`src/rtl/dds_sweep_ctrl.sv`:
```
// Frequency-sweep sequencer for the DDS tone generator: steps f_sel from a latched
// low to high bound with a programmable dwell per step and optional enable-low gaps.
module dds_sweep_ctrl #(
  parameter int DWELL_W = 16,
  parameter int GAP_CYC = 0
) (
  input  logic               clk,
  input  logic               rstn,
  input  logic               start,
  input  logic               stop,
  input  logic [2:0]         sel_lo,
  input  logic [2:0]         sel_hi,
  input  logic [DWELL_W-1:0] dwell,
  input  logic               loop,
  output logic [2:0]         f_sel,
  output logic               en,
  output logic               busy,
  output logic               step_strobe,
  output logic               done,
  output logic               err
);

  localparam int                GAP_W    = (GAP_CYC > 1) ? $clog2(GAP_CYC + 1) : 1;
  localparam logic [GAP_W-1:0]  GAP_LAST = GAP_W'(GAP_CYC);
  localparam logic [2:0]        SEL_MAX  = 3'd6;

  typedef enum logic [1:0] {
    S_IDLE,
    S_RUN,
    S_GAP
  } state_e;

  state_e               state_q, state_d;
  logic [2:0]           cur_q, cur_d;
  logic [2:0]           lo_q, lo_d;
  logic [2:0]           hi_q, hi_d;
  logic [DWELL_W-1:0]   dwell_q, dwell_d;
  logic                 loop_q, loop_d;
  logic [DWELL_W-1:0]   cnt_q, cnt_d;
  logic [GAP_W-1:0]     gap_q, gap_d;

  logic [2:0]           f_sel_q, f_sel_d;
  logic                 en_q, en_d;
  logic                 busy_q, busy_d;
  logic                 strobe_q, strobe_d;
  logic                 done_q, done_d;
  logic                 err_q, err_d;

  logic                 req_ok;

  assign req_ok = (sel_lo <= SEL_MAX) && (sel_hi <= SEL_MAX) &&
                  (sel_lo <= sel_hi) && (dwell != '0);

  always_ff @(posedge clk or negedge rstn) begin
    if (!rstn) begin
      state_q  <= S_IDLE;
      cur_q    <= '0;
      lo_q     <= '0;
      hi_q     <= '0;
      dwell_q  <= '0;
      loop_q   <= 1'b0;
      cnt_q    <= '0;
      gap_q    <= '0;
      f_sel_q  <= '0;
      en_q     <= 1'b0;
      busy_q   <= 1'b0;
      strobe_q <= 1'b0;
      done_q   <= 1'b0;
      err_q    <= 1'b0;
    end else begin
      state_q  <= state_d;
      cur_q    <= cur_d;
      lo_q     <= lo_d;
      hi_q     <= hi_d;
      dwell_q  <= dwell_d;
      loop_q   <= loop_d;
      cnt_q    <= cnt_d;
      gap_q    <= gap_d;
      f_sel_q  <= f_sel_d;
      en_q     <= en_d;
      busy_q   <= busy_d;
      strobe_q <= strobe_d;
      done_q   <= done_d;
      err_q    <= err_d;
    end
  end

  always_comb begin
    state_d  = state_q;
    cur_d    = cur_q;
    lo_d     = lo_q;
    hi_d     = hi_q;
    dwell_d  = dwell_q;
    loop_d   = loop_q;
    cnt_d    = cnt_q;
    gap_d    = gap_q;
    strobe_d = 1'b0;
    done_d   = 1'b0;
    err_d    = 1'b0;

    unique case (state_q)
      S_IDLE: begin
        if (start && !stop) begin
          if (req_ok) begin
            lo_d     = sel_lo;
            hi_d     = sel_hi;
            dwell_d  = dwell;
            loop_d   = loop;
            cur_d    = sel_lo;
            cnt_d    = DWELL_W'(1);
            strobe_d = 1'b1;
            state_d  = S_RUN;
          end else begin
            err_d = 1'b1;
          end
        end
      end

      S_RUN: begin
        if (stop) begin
          state_d = S_IDLE;
          cur_d   = '0;
          cnt_d   = '0;
        end else if (cnt_q == dwell_q) begin
          // cur never exceeds hi, so "not at hi" is the advance condition
          if ((cur_q != hi_q) || loop_q) begin
            cur_d = (cur_q != hi_q) ? cur_q + 3'd1 : lo_q;
            if (GAP_CYC > 0) begin
              state_d = S_GAP;
              gap_d   = GAP_W'(1);
              cnt_d   = '0;
            end else begin
              cnt_d    = DWELL_W'(1);
              strobe_d = 1'b1;
            end
          end else begin
            state_d = S_IDLE;
            done_d  = 1'b1;
            cur_d   = '0;
            cnt_d   = '0;
          end
        end else begin
          cnt_d = cnt_q + DWELL_W'(1);
        end
      end

      S_GAP: begin
        if (stop) begin
          state_d = S_IDLE;
          cur_d   = '0;
          gap_d   = '0;
        end else if (gap_q == GAP_LAST) begin
          state_d  = S_RUN;
          gap_d    = '0;
          cnt_d    = DWELL_W'(1);
          strobe_d = 1'b1;
        end else begin
          gap_d = gap_q + GAP_W'(1);
        end
      end

      default: begin
        state_d = S_IDLE;
      end
    endcase

    // Outputs are registered from the next state so they line up with it
    en_d    = (state_d == S_RUN);
    busy_d  = (state_d != S_IDLE);
    f_sel_d = busy_d ? cur_d : '0;
  end

  assign f_sel       = f_sel_q;
  assign en          = en_q;
  assign busy        = busy_q;
  assign step_strobe = strobe_q;
  assign done        = done_q;
  assign err         = err_q;

endmodule

```
`config.mk`:
```
export PLATFORM = sky130hd
export DESIGN_NAME = dds_sweep_ctrl
export DESIGN_NICKNAME = d
export VERILOG_FILES = /design/src/rtl/dds_sweep_ctrl.sv
export SDC_FILE = /design/constraint.sdc
export NUM_CORES = 1
export LEC_CHECK = 0
export CORE_ASPECT_RATIO = 0.5
export CORE_MARGIN = 4
export CORE_UTILIZATION = 43
export CTS_CLUSTER_DIAMETER = 120
export DETAILED_ROUTE_END_ITERATION = 10
export PLACE_DENSITY = 0.74
export SLEW_MARGIN = 20
export SYNTH_ARGS = -nofsm -noshare
export SYNTH_HDL_FRONTEND = slang
export SYNTH_SLANG_ARGS = --single-unit
export TNS_END_PERCENT = 100
```
`constraint.sdc`:
```
create_clock -name clk -period 2.29 [get_ports clk]
set_clock_uncertainty 0.15 [all_clocks]
set_input_delay 0.458 -clock clk [delete_from_list [all_inputs] [get_ports clk]]
set_output_delay 0.458 -clock clk [all_outputs]
set_load 0.02 [all_outputs]
```
==> Flow_metrics.wiki, run 1 <==
{| class="wikitable"
! Metric !! Value
|-
| Run status || complete, no violations
|-
| Highest-delay cell along the critical path || clkdlybuf4s50_1
|-
| First-pass iteration count of the detailed router || 4
|-
| Placed cell areas || 0.00332 mm²
|-
| Worst setup slack after placement || -0.563 ns
|-
| Most frequent CP cell || a21o_1
|-
| Clk_lat worst skew || 0.29 ns
|-
| Share of the synthesized area in the top cell type || 48.0%
|-
| Placeable Area || 0.00608 mm²
|-
| H-tree lvl count || 2
|-
| Library cell with the largest summed area after synthesis || dfrtp_1
|-
| Most common flop cell mapped by yosys || dfrtp_1
|-
| Number of max-slew violations in the final report || 0
|-
| Post-route minimum period || 2.26 ns
|-
| Count of antenna diodes in the layout || 0
|-
| Number of top-level pins || 35
|-
| Remaining DRCs || 0
|-
| Critical-path maximum fanout || 8
|-
| Fmax || 0.442 GHz
|-
| Sum of routed wire length over all layers || 6470 µm
|-
| Antenna violations before repair || 0
|-
| Total Die Area || 0.00771 mm²
|-
| Total number of vias || 2132
|-
| Leading cell types by total area after synthesis || dfrtp_1 (48%), mux2_2 (10%), xnor2_1 (6.5%)
|-
| Width of the die || 120 µm
|-
| Number of nets in the synthesized netlist || 281
|-
| Number of storage elements in the synthesis netlist || 52
|-
| Crit end category || flop
|-
| Least-Margin Pin Slew || 0.570 ns
|-
| Ordered list of cells on the worst path || clkdlybuf4s50_1, nor4_1, and4_4, buf_6, a211oi_4, o31ai_4, clkbuf_16, a21o_1, a21o_1
|-
| I/O Buffers || 34
|-
| Mean post-synth cell area || 10.9 µm²
|-
| Cell count after synthesis || 249
|-
| CTS clock-pin slew for the worst setup and hold paths || 0.07 ns
|-
| Crit Reg-Reg Startpoint || cnt_q[9]
|-
| Standard-cell row count || 20
|-
| Total GRT Usage || 17.3%
|-
| Synth top cells by count || dfrtp_1 (52), mux2_2 (24), xnor2_1 (20)
|-
| Leakage power of the design || 0.00175 µW
|-
| Post-detailed-route via-to-cell ratio || 5.25
|-
| Final HPWL DP || 4530 µm
|-
| Worst setup path startpoint || dwell[7]
|-
| Count of final hold-check violations || 0
|-
| Cts bufs inserted || 5
|-
| Area delta synth->final || 36.5%
|-
| CTS Buffer Depth || 2
|-
| Height of the chip || 64.1 µm
|-
| First-iteration detailed-routing DRC count || 100
|-
| Type of the worst setup path || in -> reg
|-
| Sequential share of the synthesized area || 48.0%
|-
| Synth async-reset ratio || 100%
|-
| Post-route standard cell area excluding fillers || 0.00370 mm²
|-
| Remaining antenna violation count || 0
|-
| Count of flip-flops with a built-in enable after synthesis || 0
|-
| Post-route setup TNS || 0 ns
|-
| Final setup slack of the worst path || 0.0281 ns
|-
| Cell with the most instances after synthesis || dfrtp_1
|-
| Number of clock sinks seen by CTS || 52
|-
| Routability cong. || 0.850
|-
| Starting Density || 44.6%
|-
| RSZ-0062 raised after global routing || yes
|-
| Max-cap check violation count || 0
|-
| Max stage delay on crit path || 0.43 ns
|-
| Maximum number of pins on one net before global-route repair || 31
|-
| Worst hold-check path type || in -> async
|-
| Overall overflow remaining after global route || 0
|-
| Max IR drop VDD || 0.377 mV
|-
| Hold slack || 0.00709 ns
|-
| Number of endpoints failing setup at the final stage || 0
|-
| Post-DR wirelength/cell || 15.9 µm
|-
| Tot Pwr || 2660 µW
|-
| Yosys synthesis warning count || 0
|-
| Required time of the critical path || 2.37 ns
|-
| Worst path arrival time || 2.35 ns
|-
| Net count of the finished layout || 349
|-
| Number of global-route vias before repair || 2309
|-
| Share of post-route cells with drive strength above 1 || 28.6%
|-
| R2R Setup Slk || 0.16 ns
|-
| TritonCTS clock tree || done
|-
| Area of the mapped netlist || 0.00271 mm²
|-
| Power per standard cell area || 720 mW/mm²
|-
| Crit start category || primary input
|-
| Max-slew headroom || 62.0%
|-
| Hold-fix buffer count after cts || 0
|-
| Final worst-path cycle share || 98.8%
|-
| Root Buffer || clkbuf_16
|-
| Count of cell types in the netlist || 42
|-
| First-pass GRT wire length || 10600 µm
|}
worst max-delay path: cells and delay by family:
kind,cells,cell delay (ns)
buffers and inverters,3,0.77
AOI/OAI and AO/OA,4,0.63
and+or+nand+nor,2,0.50
final cells by class:
type                    count  area [µm²]
clock buffers               6         139
fillers                   473        2380
flip-flops and latches     52        1300
clock inverters             2        10.0
repair buffers             68         716
inverters                  15        56.3
multi-input cells         175        1370
well taps                  88         110
cell families after synthesis:
group,Yosys count,synth area share (%)
AND/OR/NAND/NOR,76,15.7
flip-flops,52,48.0
AO/OA/AOI/OAI,46,12.1
multiplexers,25,10.3
XOR/XNOR,22,7.11
buffers and inverters,22,4.34
adder cells (fa/ha/maj),5,2.31
other,1,0.138
metal layers:
layer / part of all wire (%) / vias up / GRT usage, %
li1: - / 1021 / -
met1: 45 / 1051 / 21.1
met2: 50 / 44 / 30.3
met3: 3.4 / 16 / 3.89
met4: 2.2 / 0 / 6.36
met5: 0 / - / 0
through the flow:
| stage | cells | utilization [%] |
|---|---|---|
| 2_1_floorplan | 249 | - |
| 4_1_cts | 404 | 59.2 |
| 3_5_place_dp | 389 | 54.6 |
| 5_1_grt | 406 | 60.8 |
| 3_3_place_gp | 389 | 54.6 |
| 6_report | 406 | 60.8 |
worst paths after layout:
path / cells after the start / to
max in group asynchronous: 2 / f_sel[1]
hold reg to reg: 1 / lo_q[2]
hold / removal: 1 / cnt_q[12]
setup / recovery: 9 / cnt_q[15]
min in group clk: 2 / hi_q[1]
setup reg to reg: 7 / f_sel[1]
placed cells by master (no fill, tap or decap), types with 7 or more instances in the layout:
cell type,Yosys,final
nor2_1,11,10
xnor2_1,20,20
mux2_2,24,24
clkdlybuf4s50_1,0,14
nor3_1,8,8
o21ai_0,9,7
inv_1,15,14
buf_4,3,24
dlymetal6s2s_1,0,11
nand3_1,11,11
nand2_1,15,15
a21o_1,10,10
a21oi_1,10,9
dfrtp_1,52,52
power breakdown:
group	total (µW)	leakage [µW]	switching [µW]	internal, µW
logic	678	0.00101	288	390
registers	1230	0.000671	136	1090
clock network	760	0.0000766	328	431
sequential cells by signal, summed over array words and instances (netlist names):
name         cells
done             1
lo_q             3
dwell_q         16
loop_q           1
en               1
step_strobe      1
f_sel            3
cur_q            3
err              1
busy             1
cnt_q           16
state_q          2
hi_q             3
timing repair:
item | CTS | global route
gates cloned | 2 | 1
gates resized for setup | 26 | 24
setup buffers | 5 | 1
setup endpoints to repair | 48 | 41
pin swaps | 6 | 3
(Power assumes the default switching activity.)
==> run 2, diff against run 1 <==
==> constraint.sdc (replaced) <==
create_clock -name clk -period 2.29 [get_ports clk]
set_clock_uncertainty 0.15 [all_clocks]
set_input_delay 0.3435 -clock clk [delete_from_list [all_inputs] [get_ports clk]]
set_output_delay 0.3435 -clock clk [all_outputs]
set_load 0.02 [all_outputs]
==> Flow_metrics.wiki, run 2 (synthesized netlist as in run 1, its figures left out) <==
{| class="wikitable"
! Metric !! Value
|-
| Post-DR wirelength/cell || 15.1 µm (-5.2%)
|-
| Worst path arrival time || 2.31 ns (-0.04 ns)
|-
| Relative contribution of combinational cells to total power || 23.6% (-1.8 points)
|-
| Critical-path maximum fanout || 8 (unchanged)
|-
| Layout fillers || 517 (+9.3%)
|-
| Sum of routed wire length over all layers || 6110 µm (-5.4%)
|-
| Share of post-route cells with drive strength above 1 || 25.6% (-3.1 points)
|-
| Clk_lat worst skew || 0.29 ns (about the same)
|-
| Crit Reg-Reg Startpoint || cnt_q[3]
|-
| First-pass iteration count of the detailed router || 4 (unchanged)
|-
| Standard-cell row count || 20 (unchanged)
|-
| Internal portion of total power || 1970 µW (+3.2%)
|-
| Count of antenna diodes in the layout || 0 (unchanged)
|-
| Worst setup slack after placement || -0.464 ns (+0.0988 ns)
|-
| Number of top-level pins || 35 (unchanged)
|-
| CTS Buffer Depth || 2 (unchanged)
|-
| Number of max-slew violations in the final report || 0 (unchanged)
|-
| Antenna violations before repair || 0 (unchanged)
|-
| Length in cells of the worst reg-to-reg path || 7 (unchanged)
|-
| Maximum number of pins on one net before global-route repair || 53 (+71%)
|-
| Area delta synth->final || 33.5%
|-
| Total Die Area || 0.00771 mm² (unchanged)
|-
| Crit end category || flop
|-
| RSZ-0062 raised after global routing || yes
|-
| Leakage power of the design || 0.00164 µW (-6.6%)
|-
| Final setup slack of the worst path || 0.00631 ns (-0.0217 ns)
|-
| CTS clock-pin slew for the worst setup and hold paths || 0.07 ns (about the same)
|-
| Biggest registers after layout || cnt_q (16), dwell_q (16)
|-
| Cts bufs inserted || 5 (unchanged)
|-
| Overall overflow remaining after global route || 0 (unchanged)
|-
| Max-slew headroom || 57.2% (-4.8 points)
|-
| Type of the worst setup path || in -> reg
|-
| Final worst-path cycle share || 99.7% (+0.95 points)
|-
| Height of the chip || 64.1 µm (unchanged)
|-
| Commonest cells after routing, fill and taps aside || dfrtp_1 (52), buf_4 (28), clkdlybuf4s50_1 (27)
|-
| Final HPWL DP || 4310 µm (-4.9%)
|-
| Post-route setup TNS || 0 ns (unchanged)
|-
| Post-route minimum period || 2.28 ns (+0.0217 ns)
|-
| Placed cell areas || 0.00329 mm² (-0.75%)
|-
| Starting Density || 44.6% (unchanged)
|-
| Number of global-route vias before repair || 2220 (-3.9%)
|-
| Remaining antenna violation count || 0 (unchanged)
|-
| Post-detailed-route via-to-cell ratio || 5.20 (-0.93%)
|-
| Routability cong. || 0.830 (-2.4%)
|-
| Max IR drop VDD || 0.628 mV (+66%)
|-
| Number of clock sinks seen by CTS || 52 (unchanged)
|-
| Total GRT Usage || 16.8% (-0.50 points)
|-
| Total number of vias || 2107 (-1.2%)
|-
| Reg-to-reg endpoint || cnt_q[15]
|-
| Run status || complete, no violations
|-
| Sequential power share || 45.3% (-0.8 points)
|-
| Sw Ratio || 26.9% (-1.4 points)
|-
| Fmax || 0.438 GHz (-0.95%)
|-
| H-tree lvl count || 2 (unchanged)
|-
| Net switching power || 725 µW (-3.6%)
|-
| Post-route standard cell area excluding fillers || 0.00362 mm² (-2.2%)
|-
| I/O Buffers || 34 (unchanged)
|-
| R2R Setup Slk || 0.18 ns (+0.02 ns)
|-
| First-iteration detailed-routing DRC count || 77 (-23%)
|-
| Clock Power Share || 31.1% (+2.6 points)
|-
| Hold-fix buffer count after cts || 0 (unchanged)
|-
| Root Buffer || clkbuf_16
|-
| TritonCTS clock tree || done
|-
| Net count of the finished layout || 348 (-0.29%)
|-
| Width of the die || 120 µm (unchanged)
|-
| Leading cell type in the layout, fill and taps excluded || dfrtp_1
|-
| Power per standard cell area || 746 mW/mm² (+3.5%)
|-
| Placeable Area || 0.00608 mm² (unchanged)
|-
| Remaining DRCs || 0 (unchanged)
|-
| Worst hold-check path type || in -> async
|-
| Least-Margin Pin Slew || 0.642 ns (+0.0721 ns)
|-
| Hold slack || 0.0111 ns (+0.00399 ns)
|-
| Required time of the critical path || 2.32 ns (-0.05 ns)
|-
| Max-cap check violation count || 0 (unchanged)
|-
| First-pass GRT wire length || 10400 µm (-2.1%)
|-
| Count of final hold-check violations || 0 (unchanged)
|-
| Crit start category || primary input
|-
| Number of endpoints failing setup at the final stage || 0 (unchanged)
|}
run 2: cell types whose count changed in the layout (fill, tap and decap cells not counted), moves of 2 or more:
cell             delta
o21ai_1             -2
buf_16              -2
clkdlybuf4s50_1    +13
buf_4               +4
dlymetal6s2s_1     -11
buf_12              -3
ha_2                -2
ha_1                +2
bufbuf_16           +2
o21ai_0             +2
buf_2               -2
run 2: worst max-delay path, stage by stage:
cell           delay [ns]
dlygate4sd2_1        0.25
inv_2                0.07
ha_4                 0.19
a211o_1              0.31
a21o_2               0.22
nor3_4               0.27
bufbuf_16            0.32
mux2_2               0.33
run 2: what timing repair did:
| item | CTS | global route |
|---|---|---|
| setup endpoints to repair | 45 | 34 |
| gates resized for setup | 9 | 8 |
| pin swaps | 5 | 6 |
| cloned | 2 | 0 |
| endpoints found under the hold margin | 0 | 0 |
| buffers inserted | 3 | 3 |
run 2: area by class of cell:
cell class              count  area [µm²]  area share, %
multi-input cells         175        1340           36.9
flip-flops and latches     52        1300           36.0
repair buffers             67         647           17.9
clock buffers               5         125           3.46
well taps                  88         110           3.04
inverters                  15        56.3           1.56
clock inverters             3        42.5           1.18
run 2: metal layers:
metal	track usage, %	routed length, µm	part of all wire (%)
met1	21.1	2720	44
met2	29.2	3130	51
met3	3.98	174	2.8
met4	4.66	91	1.5
met5	0	0	0
run 2: how the worst max path moves through the flow:
stage	start	slack, ns	cells after the start	to
6_report	sel_hi[1]	0.006	8	dwell_q[15]
5_1_grt	sel_hi[1]	-0.03	8	dwell_q[2]
4_1_cts	sel_lo[1]	-0.02	7	dwell_q[0]
3_5_place_dp	sel_hi[1]	-0.46	8	dwell_q[12]
3_3_place_gp	sel_hi[1]	-0.39	8	lo_q[0]
2_1_floorplan	sel_hi[1]	0.09	8	hi_q[0]
run 2: power groups by stage:
stage | combinational, µW | sequential, µW | clock [µW]
6_report | 637 | 1220 | 838
5_1_grt | 702 | 1240 | 901
4_1_cts | 634 | 1220 | 863
3_5_place_dp | 608 | 1240 | 0
3_3_place_gp | 586 | 1230 | 0
2_1_floorplan | 424 | 1210 | 0
run 2: through the flow:
step | instances | util, % | total power, µW
2_1_floorplan | 249 | - | 1630
3_3_place_gp | 389 | 54.2 | 1820
3_5_place_dp | 389 | 54.2 | 1840
4_1_cts | 402 | 58.5 | 2720
5_1_grt | 405 | 59.5 | 2850
6_report | 405 | 59.5 | 2700
==> run 3, diff against run 2 <==
PLACE_DENSITY = not set   (was 0.74)
PLACE_DENSITY_LB_ADDON = 0.08   (was not set)
==> Flow_metrics.wiki, run 3 (synthesized netlist as in run 1, its figures left out) <==
{| class="wikitable"
! Metric !! Value
|-
| Run status || complete, no violations
|-
| Total GRT Usage || 17.2% (+0.41 points)
|-
| Number of endpoints failing setup at the final stage || 0 (unchanged)
|-
| Least-Margin Pin Slew || 0.597 ns (-0.0450 ns)
|-
| Clock Power Share || 30.8% (-0.3 points)
|-
| Final cell count without fillers || 401 (-0.99%)
|-
| Width of the die || 120 µm (unchanged)
|-
| Number of max-slew violations in the final report || 0 (unchanged)
|-
| I/O Buffers || 34 (unchanged)
|-
| Power per standard cell area || 731 mW/mm² (-1.9%)
|-
| First-iteration detailed-routing DRC count || 109 (+42%)
|-
| Share of post-route cells with drive strength above 1 || 26.2% (+0.65 points)
|-
| Post-route setup TNS || 0 ns (unchanged)
|-
| # placed instances || 385 (-1.0%)
|-
| Post-route standard cell area excluding fillers || 0.00371 mm² (+2.4%)
|-
| First-pass GRT wire length || 10600 µm (+1.4%)
|-
| Remaining DRCs || 0 (unchanged)
|-
| Maximum number of pins on one net before global-route repair || 29 (-45%)
|-
| Relative contribution of combinational cells to total power || 24.1% (+0.5 points)
|-
| Cts bufs inserted || 5 (unchanged)
|-
| Layout fillers || 508 (-1.7%)
|-
| CTS clock-pin slew for the worst setup and hold paths || 0.07 ns (about the same)
|-
| Starting Density || 44.6% (unchanged)
|-
| Leakage power of the design || 0.00171 µW (+4.4%)
|-
| Leading cell type in the layout, fill and taps excluded || dfrtp_1
|-
| First-pass iteration count of the detailed router || 4 (unchanged)
|-
| Internal portion of total power || 1980 µW (+0.43%)
|-
| Count of final hold-check violations || 0 (unchanged)
|-
| Max-cap check violation count || 0 (unchanged)
|-
| Standard-cell row count || 20 (unchanged)
|-
| Type of the worst setup path || in -> reg
|-
| Total number of vias || 2060 (-2.2%)
|-
| Crit end category || flop
|-
| Crit start category || primary input
|-
| Biggest registers after layout || cnt_q (16), dwell_q (16)
|-
| Post-detailed-route via-to-cell ratio || 5.14 (-1.3%)
|-
| Antenna violations before repair || 0 (unchanged)
|-
| Worst hold-check path type || in -> reg
|-
| Max IR drop VDD || 0.332 mV (-47%)
|-
| R2R Setup Slk || 0.19 ns (about the same)
|-
| CTS Buffer Depth || 2 (unchanged)
|-
| Critical-path maximum fanout || 6 (-2)
|-
| Overall overflow remaining after global route || 0 (unchanged)
|-
| Sw Ratio || 26.9% (about the same)
|-
| Height of the chip || 64.1 µm (unchanged)
|-
| Number of clock sinks seen by CTS || 52 (unchanged)
|-
| Net switching power || 729 µW (+0.50%)
|-
| Worst path arrival time || 2.25 ns (-0.06 ns)
|-
| Post-route minimum period || 2.23 ns (-0.0496 ns)
|-
| Sequential power share || 45.1% (-0.2 points)
|-
| Final worst-path cycle share || 97.6% (-2.2 points)
|-
| Post-DR wirelength/cell || 14.7 µm (-2.5%)
|-
| Commonest cells after routing, fill and taps aside || dfrtp_1 (52), mux2_2 (24), clkdlybuf4s50_1 (21)
|-
| Count of antenna diodes in the layout || 0 (unchanged)
|-
| Area delta synth->final || 36.7%
|-
| Number of global-route vias before repair || 2241 (+0.95%)
|-
| Max-slew headroom || 60.2% (+3.0 points)
|-
| Total Die Area || 0.00771 mm² (unchanged)
|-
| Remaining antenna violation count || 0 (unchanged)
|-
| Routability cong. || 0.809 (-2.5%)
|-
| Required time of the critical path || 2.31 ns (about the same)
|-
| Fmax || 0.448 GHz (+2.2%)
|-
| Final HPWL DP || 4250 µm (-1.4%)
|-
| Clk_lat worst skew || 0.29 ns (about the same)
|-
| Placed cell areas || 0.00330 mm² (+0.23%)
|-
| Number of top-level pins || 35 (unchanged)
|-
| Root Buffer || clkbuf_16
|-
| Sum of routed wire length over all layers || 5900 µm (-3.4%)
|-
| TritonCTS clock tree || done
|-
| Net count of the finished layout || 344 (-1.1%)
|-
| Placeable Area || 0.00608 mm² (unchanged)
|-
| H-tree lvl count || 2 (unchanged)
|}
-- run 3: changes by cell type in the layout (fill, tap and decap cells not counted), sizes merged --
cell	delta
buf	-4
bufbuf	-1
clkdlybuf4s15	+1
clkdlybuf4s50	-6
dlygate4sd2	-2
dlygate4sd3	+1
dlymetal6s2s	+7
-- run 3: power by group through the flow --
stage / Sequential, µW / Combinational, µW / Clock, µW
floorplan: 1210 / 424 / 0
global placement: 1240 / 597 / 0
detailed placement: 1240 / 615 / 0
CTS: 1220 / 645 / 860
global route: 1240 / 722 / 909
finish: 1220 / 653 / 836
-- run 3: path summary, 6_finish.rpt --
kind,startpoint,to,cells after the start
worst max register to register,cnt_q[3],cnt_q[8],8
worst min-delay path,dwell[15],dwell_q[15],2
worst min register to register,lo_q[1],lo_q[1],1
min in group asynchronous,rstn,cnt_q[10],2
max in group asynchronous,rstn,hi_q[0],3
worst max-delay path,dwell[9],f_sel[0],10
-- run 3: timing repair --
item,4_1_cts,5_1_grt
gates cloned,2,0
hold buffers,1,0
gates resized for setup,19,17
setup endpoints to repair,36,39
hold endpoints to repair,24,0
pin swaps,7,14
buffers inserted,4,1
-- run 3: final cells by class --
class	instances	area [µm²]	share of cell area, %
clock buffers	5	125	3.38
clock inverters	3	42.5	1.15
inverters	15	56.3	1.52
multi-input cells	175	1380	37.3
flip-flops and latches	52	1300	35.1
well taps	88	110	2.97
repair buffers	63	687	18.5
-- run 3: worst max-delay path, stage by stage --
cell and delay (ns):
clkdlybuf4s50_1 0.49, nor4_2 0.04, buf_4 0.13, and4_4 0.18, a21o_4 0.19, nor3_4 0.25, buf_6 0.15, bufbuf_16 0.25
nand3b_1 0.15, a21oi_2 0.07
-- run 3: stage by stage --
step / utilization [%] / hold slack, ns / worst slack, ns / power (µW)
2_1_floorplan: - / -0.102 / 0.0920 / 1630
3_3_place_gp: 54.3 / 0.234 / -0.454 / 1830
3_5_place_dp: 54.3 / 0.239 / -0.495 / 1850
4_1_cts: 59.7 / 0.313 / 0.00614 / 2730
5_1_grt: 60.9 / 0.217 / -0.00717 / 2870
6_report: 60.9 / 0.202 / 0.0559 / 2710
-- run 3: metal layers --
layer | up-vias | wire (µm) | track usage, %
met5 | - | 0 | 0
met4 | 0 | 70 | 4.94
met3 | 8 | 205 | 4.77
met2 | 30 | 2780 | 28.0
met1 | 1008 | 2850 | 22.7
li1 | 1014 | - | -
